$ cat src/rtl/vip_gray_frame_source_if.sv
// VIP grayscale pixel-stream bundle: frame sync, line valid, pixel strobe, 8-bit luma.
// The source drives it through the master modport; a filter chain listens through slave.
interface vip_gray_frame_source_if;
  logic       pre_frame_vsync;
  logic       pre_frame_href;
  logic       pre_frame_clken;
  logic [7:0] pre_img_y;

  modport master (
    output pre_frame_vsync,
    output pre_frame_href,
    output pre_frame_clken,
    output pre_img_y
  );

  modport slave (
    input pre_frame_vsync,
    input pre_frame_href,
    input pre_frame_clken,
    input pre_img_y
  );
endinterface

$ cat src/rtl/vip_gray_frame_source.sv
// Synthetic grayscale frame generator standing in for a camera on the VIP stream.
// Produces vsync / back porch / active lines / h-blank / front porch timing with
// ramp, checker or constant content, optionally corrupted by LFSR salt-and-pepper.
// All outputs are registered from the next-state values, so the output timeline
// lines up cycle-for-cycle with the state timeline (vsync rises the cycle after start).
module vip_gray_frame_source #(
  parameter int IMG_W     = 640,
  parameter int IMG_H     = 480,
  parameter int CLKEN_DIV = 1,
  parameter int VS_CYC    = 16,
  parameter int V_BP_CYC  = 64,
  parameter int H_BLANK   = 32,
  parameter int V_FP_CYC  = 64,
  parameter int CHK_BIT   = 3
) (
  input  logic       clk,
  input  logic       rst_n,
  input  logic       start,
  input  logic       cont,
  input  logic [1:0] pattern,
  input  logic [7:0] const_val,
  input  logic       noise_en,
  output logic       busy,
  output logic       frame_done,
  vip_gray_frame_source_if.master vid
);

  localparam int XW   = (IMG_W > 1) ? $clog2(IMG_W) : 1;
  localparam int YW   = (IMG_H > 1) ? $clog2(IMG_H) : 1;
  localparam int DW   = (CLKEN_DIV > 1) ? $clog2(CLKEN_DIV) : 1;
  localparam int M1   = (VS_CYC > V_BP_CYC) ? VS_CYC : V_BP_CYC;
  localparam int M2   = (H_BLANK > V_FP_CYC) ? H_BLANK : V_FP_CYC;
  localparam int CMAX = (M1 > M2) ? M1 : M2;
  localparam int CW   = $clog2(CMAX + 1);
  localparam logic [15:0] LFSR_SEED = 16'hACE1;

  typedef enum logic [2:0] {
    S_IDLE,
    S_VS,
    S_VBP,
    S_ACT,
    S_HBL,
    S_VFP
  } state_t;

  state_t        state, state_nx;
  logic [CW-1:0] cnt, cnt_nx;
  logic [DW-1:0] div, div_nx;
  logic [XW-1:0] x, x_nx;
  logic [YW-1:0] y, y_nx;
  logic          load_cfg;

  // pattern configuration held for the whole frame
  logic [1:0]    pat_q;
  logic [7:0]    cval_q;
  logic          noise_q;

  logic [15:0]   lfsr;
  logic          lfsr_fb;
  logic          strobe_nx;
  logic          done_nx;
  logic          chk_x, chk_y;
  logic [7:0]    base_pix, pix_nx;

  // next-state, counter and config-load decode
  always_comb begin
    state_nx = state;
    cnt_nx   = cnt;
    div_nx   = div;
    x_nx     = x;
    y_nx     = y;
    load_cfg = 1'b0;
    case (state)
      S_IDLE: begin
        if (start) begin
          state_nx = S_VS;
          cnt_nx   = '0;
          div_nx   = '0;
          x_nx     = '0;
          y_nx     = '0;
          load_cfg = 1'b1;
        end
      end
      S_VS: begin
        if (cnt == CW'(VS_CYC - 1)) begin
          state_nx = S_VBP;
          cnt_nx   = '0;
        end else begin
          cnt_nx = cnt + CW'(1);
        end
      end
      S_VBP: begin
        if (cnt == CW'(V_BP_CYC - 1)) begin
          state_nx = S_ACT;
          cnt_nx   = '0;
          div_nx   = '0;
          x_nx     = '0;
        end else begin
          cnt_nx = cnt + CW'(1);
        end
      end
      S_ACT: begin
        // x moves on at the end of each pixel period, so it changes right after a strobe
        if (div == DW'(CLKEN_DIV - 1)) begin
          div_nx = '0;
          if (x == XW'(IMG_W - 1)) begin
            cnt_nx   = '0;
            state_nx = (y == YW'(IMG_H - 1)) ? S_VFP : S_HBL;
          end else begin
            x_nx = x + XW'(1);
          end
        end else begin
          div_nx = div + DW'(1);
        end
      end
      S_HBL: begin
        if (cnt == CW'(H_BLANK - 1)) begin
          state_nx = S_ACT;
          cnt_nx   = '0;
          div_nx   = '0;
          x_nx     = '0;
          y_nx     = y + YW'(1);
        end else begin
          cnt_nx = cnt + CW'(1);
        end
      end
      S_VFP: begin
        if (cnt == CW'(V_FP_CYC - 1)) begin
          cnt_nx = '0;
          if (cont) begin
            // back-to-back restart re-samples the pattern inputs
            state_nx = S_VS;
            div_nx   = '0;
            x_nx     = '0;
            y_nx     = '0;
            load_cfg = 1'b1;
          end else begin
            state_nx = S_IDLE;
          end
        end else begin
          cnt_nx = cnt + CW'(1);
        end
      end
      default: state_nx = S_IDLE;
    endcase
  end

  // pixel content and stream strobes for the upcoming cycle
  always_comb begin
    strobe_nx = (state_nx == S_ACT) && (div_nx == '0);
    done_nx   = (state_nx == S_VFP) && (cnt_nx == CW'(V_FP_CYC - 1));
    lfsr_fb   = lfsr[15] ^ lfsr[13] ^ lfsr[12] ^ lfsr[10];
    chk_x     = |(x_nx & (XW'(1) << CHK_BIT));
    chk_y     = |(y_nx & (YW'(1) << CHK_BIT));
    base_pix  = '0;
    case (pat_q)
      2'd0: base_pix = 8'(x_nx);
      2'd1: base_pix = 8'(y_nx);
      2'd2: base_pix = (chk_x ^ chk_y) ? 8'hFF : 8'h00;
      default: base_pix = cval_q;
    endcase
    pix_nx = base_pix;
    if (noise_q && (lfsr[4:0] == 5'd0))
      pix_nx = lfsr[5] ? 8'hFF : 8'h00;
  end

  // state and position registers
  always_ff @(posedge clk) begin
    if (!rst_n) begin
      state <= S_IDLE;
      cnt   <= '0;
      div   <= '0;
      x     <= '0;
      y     <= '0;
    end else begin
      state <= state_nx;
      cnt   <= cnt_nx;
      div   <= div_nx;
      x     <= x_nx;
      y     <= y_nx;
    end
  end

  // latch pattern inputs at start or continuous restart only
  always_ff @(posedge clk) begin
    if (!rst_n) begin
      pat_q   <= '0;
      cval_q  <= '0;
      noise_q <= 1'b0;
    end else if (load_cfg) begin
      pat_q   <= pattern;
      cval_q  <= const_val;
      noise_q <= noise_en;
    end
  end

  // noise LFSR: the current value decides the pixel about to strobe, then steps
  always_ff @(posedge clk) begin
    if (!rst_n)
      lfsr <= LFSR_SEED;
    else if (strobe_nx)
      lfsr <= {lfsr[14:0], lfsr_fb};
  end

  // registered stream and status outputs
  always_ff @(posedge clk) begin
    if (!rst_n) begin
      busy                <= 1'b0;
      frame_done          <= 1'b0;
      vid.pre_frame_vsync <= 1'b0;
      vid.pre_frame_href  <= 1'b0;
      vid.pre_frame_clken <= 1'b0;
      vid.pre_img_y       <= '0;
    end else begin
      busy                <= (state_nx != S_IDLE);
      frame_done          <= done_nx;
      vid.pre_frame_vsync <= (state_nx == S_VS);
      vid.pre_frame_href  <= (state_nx == S_ACT);
      vid.pre_frame_clken <= strobe_nx;
      // hold between strobes, zero outside the active line
      if (strobe_nx)
        vid.pre_img_y <= pix_nx;
      else if (state_nx != S_ACT)
        vid.pre_img_y <= '0;
    end
  end

endmodule

$ cat src/flat_wrapper.sv
// flat-port wrapper written by rule: the top's interface ports become plain ports
module vip_gray_frame_source_flat 
#(
  parameter int IMG_W     = 640,
  parameter int IMG_H     = 480,
  parameter int CLKEN_DIV = 1,
  parameter int VS_CYC    = 16,
  parameter int V_BP_CYC  = 64,
  parameter int H_BLANK   = 32,
  parameter int V_FP_CYC  = 64,
  parameter int CHK_BIT   = 3
)
  (clk, rst_n, start, cont, pattern, const_val, noise_en, busy, frame_done, vid_pre_frame_vsync, vid_pre_frame_href, vid_pre_frame_clken, vid_pre_img_y);
  vip_gray_frame_source_if vid_i ();
  input  logic clk;
  input  logic rst_n;
  input  logic start;
  input  logic cont;
  input  logic [1:0] pattern;
  input  logic [7:0] const_val;
  input  logic noise_en;
  output logic busy;
  output logic frame_done;
  output wire logic [$bits(vid_i.pre_frame_vsync)-1:0] vid_pre_frame_vsync;
  output wire logic [$bits(vid_i.pre_frame_href)-1:0] vid_pre_frame_href;
  output wire logic [$bits(vid_i.pre_frame_clken)-1:0] vid_pre_frame_clken;
  output wire logic [$bits(vid_i.pre_img_y)-1:0] vid_pre_img_y;
  assign vid_pre_frame_vsync = vid_i.pre_frame_vsync;
  assign vid_pre_frame_href = vid_i.pre_frame_href;
  assign vid_pre_frame_clken = vid_i.pre_frame_clken;
  assign vid_pre_img_y = vid_i.pre_img_y;
  vip_gray_frame_source #(.IMG_W(IMG_W), .IMG_H(IMG_H), .CLKEN_DIV(CLKEN_DIV), .VS_CYC(VS_CYC), .V_BP_CYC(V_BP_CYC), .H_BLANK(H_BLANK), .V_FP_CYC(V_FP_CYC), .CHK_BIT(CHK_BIT)) u_core (.clk(clk), .rst_n(rst_n), .start(start), .cont(cont), .pattern(pattern), .const_val(const_val), .noise_en(noise_en), .busy(busy), .frame_done(frame_done), .vid(vid_i));
endmodule
$ cat config.mk
export PLATFORM = sky130hd
export DESIGN_NAME = vip_gray_frame_source_flat
export DESIGN_NICKNAME = d
export VERILOG_FILES = /design/src/rtl/vip_gray_frame_source_if.sv /design/src/rtl/vip_gray_frame_source.sv /design/src/flat_wrapper.sv
export SDC_FILE = /design/constraint.sdc
export NUM_CORES = 1
export LEC_CHECK = 0
export BUFFER_PORTS_ARGS = -buffer_cell sky130_fd_sc_hd__buf_4
export CAP_MARGIN = 20
export CORE_ASPECT_RATIO = 0.9
export CORE_MARGIN = 2
export CORE_UTILIZATION = 45
export CTS_CLUSTER_DIAMETER = 150
export DETAILED_ROUTE_END_ITERATION = 10
export SETUP_SLACK_MARGIN = 0.5
export SLEW_MARGIN = 0
export SYNTH_ARGS = -nofsm -noshare
export SYNTH_HDL_FRONTEND = slang
export SYNTH_SLANG_ARGS = --single-unit
export TNS_END_PERCENT = 5
$ cat constraint.sdc
create_clock -name clk -period 4.55 [get_ports clk]
set_input_delay 0.455 -clock clk [delete_from_list [all_inputs] [get_ports clk]]
set_output_delay 0.455 -clock clk [all_outputs]
set_load 0.02 [all_outputs]
==> flow_summary.ini <==
[logic_synthesis]
synth_mux_area_share_pct = 7.35
ys_ff_latch = 70
synth_top_family_by_area = simple AND/OR/NAND/NOR gates
synth_cell_types = 74
yosys.area_share.simple_pct = 25.7
avgSynthCellArea_um2 = 8.37
synth-compound-area-share_pct = 21.7
synth_edf_count = 0
ys.flop_type = dfxtp_1
yosysSeqAreaShare_pct = 37.8
syn_area_um2 = 3710
synth_fa_ha_area_share_pct = 1.01
synth_xor_area_share_pct = 1.42
synthCells = 443
synth_nets = 461
ys.warnings.count = 0
synthArstFlopShare_pct = 0

[clock_tree]
cts_max_path_buffers = 2
cts_tree = built
clkTransAtPathRegs_ns = 0.08
cts_max_level = 3
clk_latency_ns = 0.35
cts_inserted_buffers = 9
cts.repair_timing.setup_buffer_count = 0
cts_sinks = 70
cts_resized = 0
cts-root-buf = clkbuf_8
cts_hold_repair.buffers = 0

[sta]
finalCriticalPeriod_ns = 3.24
setup_viol = 0
fin_skew_ns = 0.0116
min_period_over_period_pct = 71.3
fmax_mhz = 308
worst_pin_slew_ns = 0.930
rsz0062_at_grt = no
slew_headroom_pct = 38.0
fin_setup_tns_ns = 0
slew_violations = 0
hold_viol_final = 0

[global_routing]
antenna_found_initial = 0
grt_max_degree = 39
grt_pass1_vias = 2905
gr-usage-all-layers_pct = 20.3
grt-ovfl-total = 0
grt_pass1_wl_mm = 14.7

[worst_setup_path]
cp-startpoint = u_core.cnt[0]
path_class = flop to flop
cp.arrival_ns = 3.48
required_ns = 4.79
critPathCaptureType = flop
rrSetupSlack_ns = 1.31
crit_fanout = 17
max_stage_delay_ns = 0.78
crit_chain = ha_1 -> and3_1 -> nand2_1 -> a21o_1 -> a311oi_2 -> or2_1 -> mux2i_1 -> nand2_1
critPathLaunchType = flop
r2r_cells = 8
timing.rr.start = u_core.cnt[0]
critPathMostFrequentCell = nand2_1
slowest_stage = or2_1
r2r-end = u_core.lfsr[11]

[cells_and_area]
final_common_cell = dfxtp_1
final_cell_mix = dfxtp_1, nor2_1, nand2_1, a21oi_1, buf_4
post-route-util_pct = 51.8
num-nets-final = 474
drive_gt1_share_pct = 13.5
areaGrowthSynthToFinish_pct = 12.1
antenna_cells = 0

[placement]
dpl.hpwl_mm = 6.14
gp_congestion = 0.874
port_buffers = 27

[die]
die-area_um2 = 8990
fp-row-count = 31
start_util_pct = 46.2
die_w_um = 99.7
die_y_um = 90.1
top_level_ports = 28
core_area_um2 = 8030

[routing]
viasPerCell = 5.81
drt_iter0_markers = 195
dr.pass1.iters = 5
detail-route-antenna-nets = 0
drc = 0
vias = 3249
wl_per_cell_um = 15.5
wl_mm = 8.68

[power_and_ir_drop]
switching_share_pct = 22.0
pwr-share-clk_pct = 47.8
p_seq_share_pct = 46.2
p_leak_nw = 1.67
p_int_mw = 1.07
combPwrFrac_pct = 6.0
p_sw_uw = 303
p_per_area_nw_per_um2 = 331
irDropWorstVdd_mv = 0.235

[job]
max-cap-violations = 0

[worst_hold_path]
hold_depth = 3
min_from = pattern[0]
worstHoldEndpoint = u_core.pat_q[0]
hold_path.class = input pin to flop

[outcome]
status = finished, final reports clean
cells by family (layout without fill, tap and decap cells):
family | count (synthesis) | after routing
multiplexers | 26 | 26
XOR/XNOR | 6 | 6
buffers and inverters | 37 | 54
flip-flops | 70 | 70
adder cells (fa/ha/maj) | 3 | 3
AO/OA/AOI/OAI | 117 | 117
AND/OR/NAND/NOR | 184 | 184
metrics by stage:
step                      worst slack (ns)  cells  power (mW)  area (µm²)  hold WS, ns
final                                 1.31    559        1.38        4160        0.331
after global routing                 0.990    559        1.43        4160        0.319
after CTS                             1.32    559        1.39        4160        0.325
after detailed placement              1.35    544       0.733        3900        0.458
after global placement                1.47    544       0.732        3900        0.456
after floorplan                       2.17    443       0.705        3710        0.441
metal layers:
layer,GRT usage (%),share of wire (%),up-vias
met5,0,0,-
met4,5.82,1.4,0
met3,4.35,4.3,13
met2,30.2,45,81
met1,29.3,49,1513
li1,-,-,1642
worst max-delay path, delay by kind of cell (launching register included):
kind                     cells  cell delay [ns]
AO/OA/AOI/OAI                2             0.65
adder cells (fa/ha/maj)      1             0.23
flip-flops                   1             0.45
multiplexers                 1             0.28
AND/OR/NAND/NOR              4             1.51
cells in the mapped netlist (4+ instances only):
cell type  instances  area (µm²)
and3_1             9        56.3
nand4_1            5        31.3
buf_2              9        45.0
o21ai_0           17        85.1
a31oi_1           11        68.8
a211oi_1           6        45.0
or3_1              6        37.5
buf_6              4        45.0
dfxtp_1           70        1400
nand3_1           15        75.1
xnor2_1            5        43.8
o31ai_1            6        45.0
and2_1             7        43.8
inv_1              7        26.3
nor4_1             5        31.3
clkbuf_1          12        45.0
nor3_1             5        25.0
nand2_1           47         176
a21o_1             4        30.0
a311oi_1           4        35.0
nand3b_1           5        37.5
a21oi_1           31         155
nor2_1            52         195
mux2i_1           25         250
state kept, by name, summed over array words and instances (netlist names):
name and cells:
u_core.vid.pre_frame_clken 1, u_core.frame_done 1, u_core.vid.pre_img_y 8, u_core.x 10
u_core.state 3, u_core.y 9, u_core.vid.pre_frame_vsync 1, u_core.pat_q 2
u_core.cnt 7, u_core.busy 1, u_core.lfsr 16, u_core.noise_q 1
u_core.vid.pre_frame_href 1, u_core.div 1, u_core.cval_q 8
power by group through the flow:
stage	sequential (mW)	clock, mW	combinational (mW)
after floorplan	0.642	0	0.0633
after global placement	0.650	0	0.0826
after detailed placement	0.650	0	0.0828
after CTS	0.636	0.673	0.0834
after global routing	0.638	0.696	0.0919
final	0.636	0.658	0.0826
cell type report:
class	instances	area, µm²
inverter	10	37.5
timing repair buffer	29	218
clock buffer	9	124
tap	99	124
multi-input combinational	336	2120
sequential	70	1400
clock inverter	6	135
fill	761	3870
worst max-delay path by stage:
| stage | to | slack [ns] | cells after the start |
|---|---|---|---|
| floorplan | u_core.vid.pre_img_y[0] | 2.17 | 10 |
| global placement | u_core.lfsr[15] | 1.47 | 8 |
| detailed placement | u_core.lfsr[11] | 1.35 | 8 |
| CTS | u_core.lfsr[11] | 1.32 | 8 |
| global route | u_core.lfsr[11] | 0.99 | 8 |
| finish | u_core.lfsr[11] | 1.31 | 8 |
No activity file was read; power rests on OpenSTA's default activity.
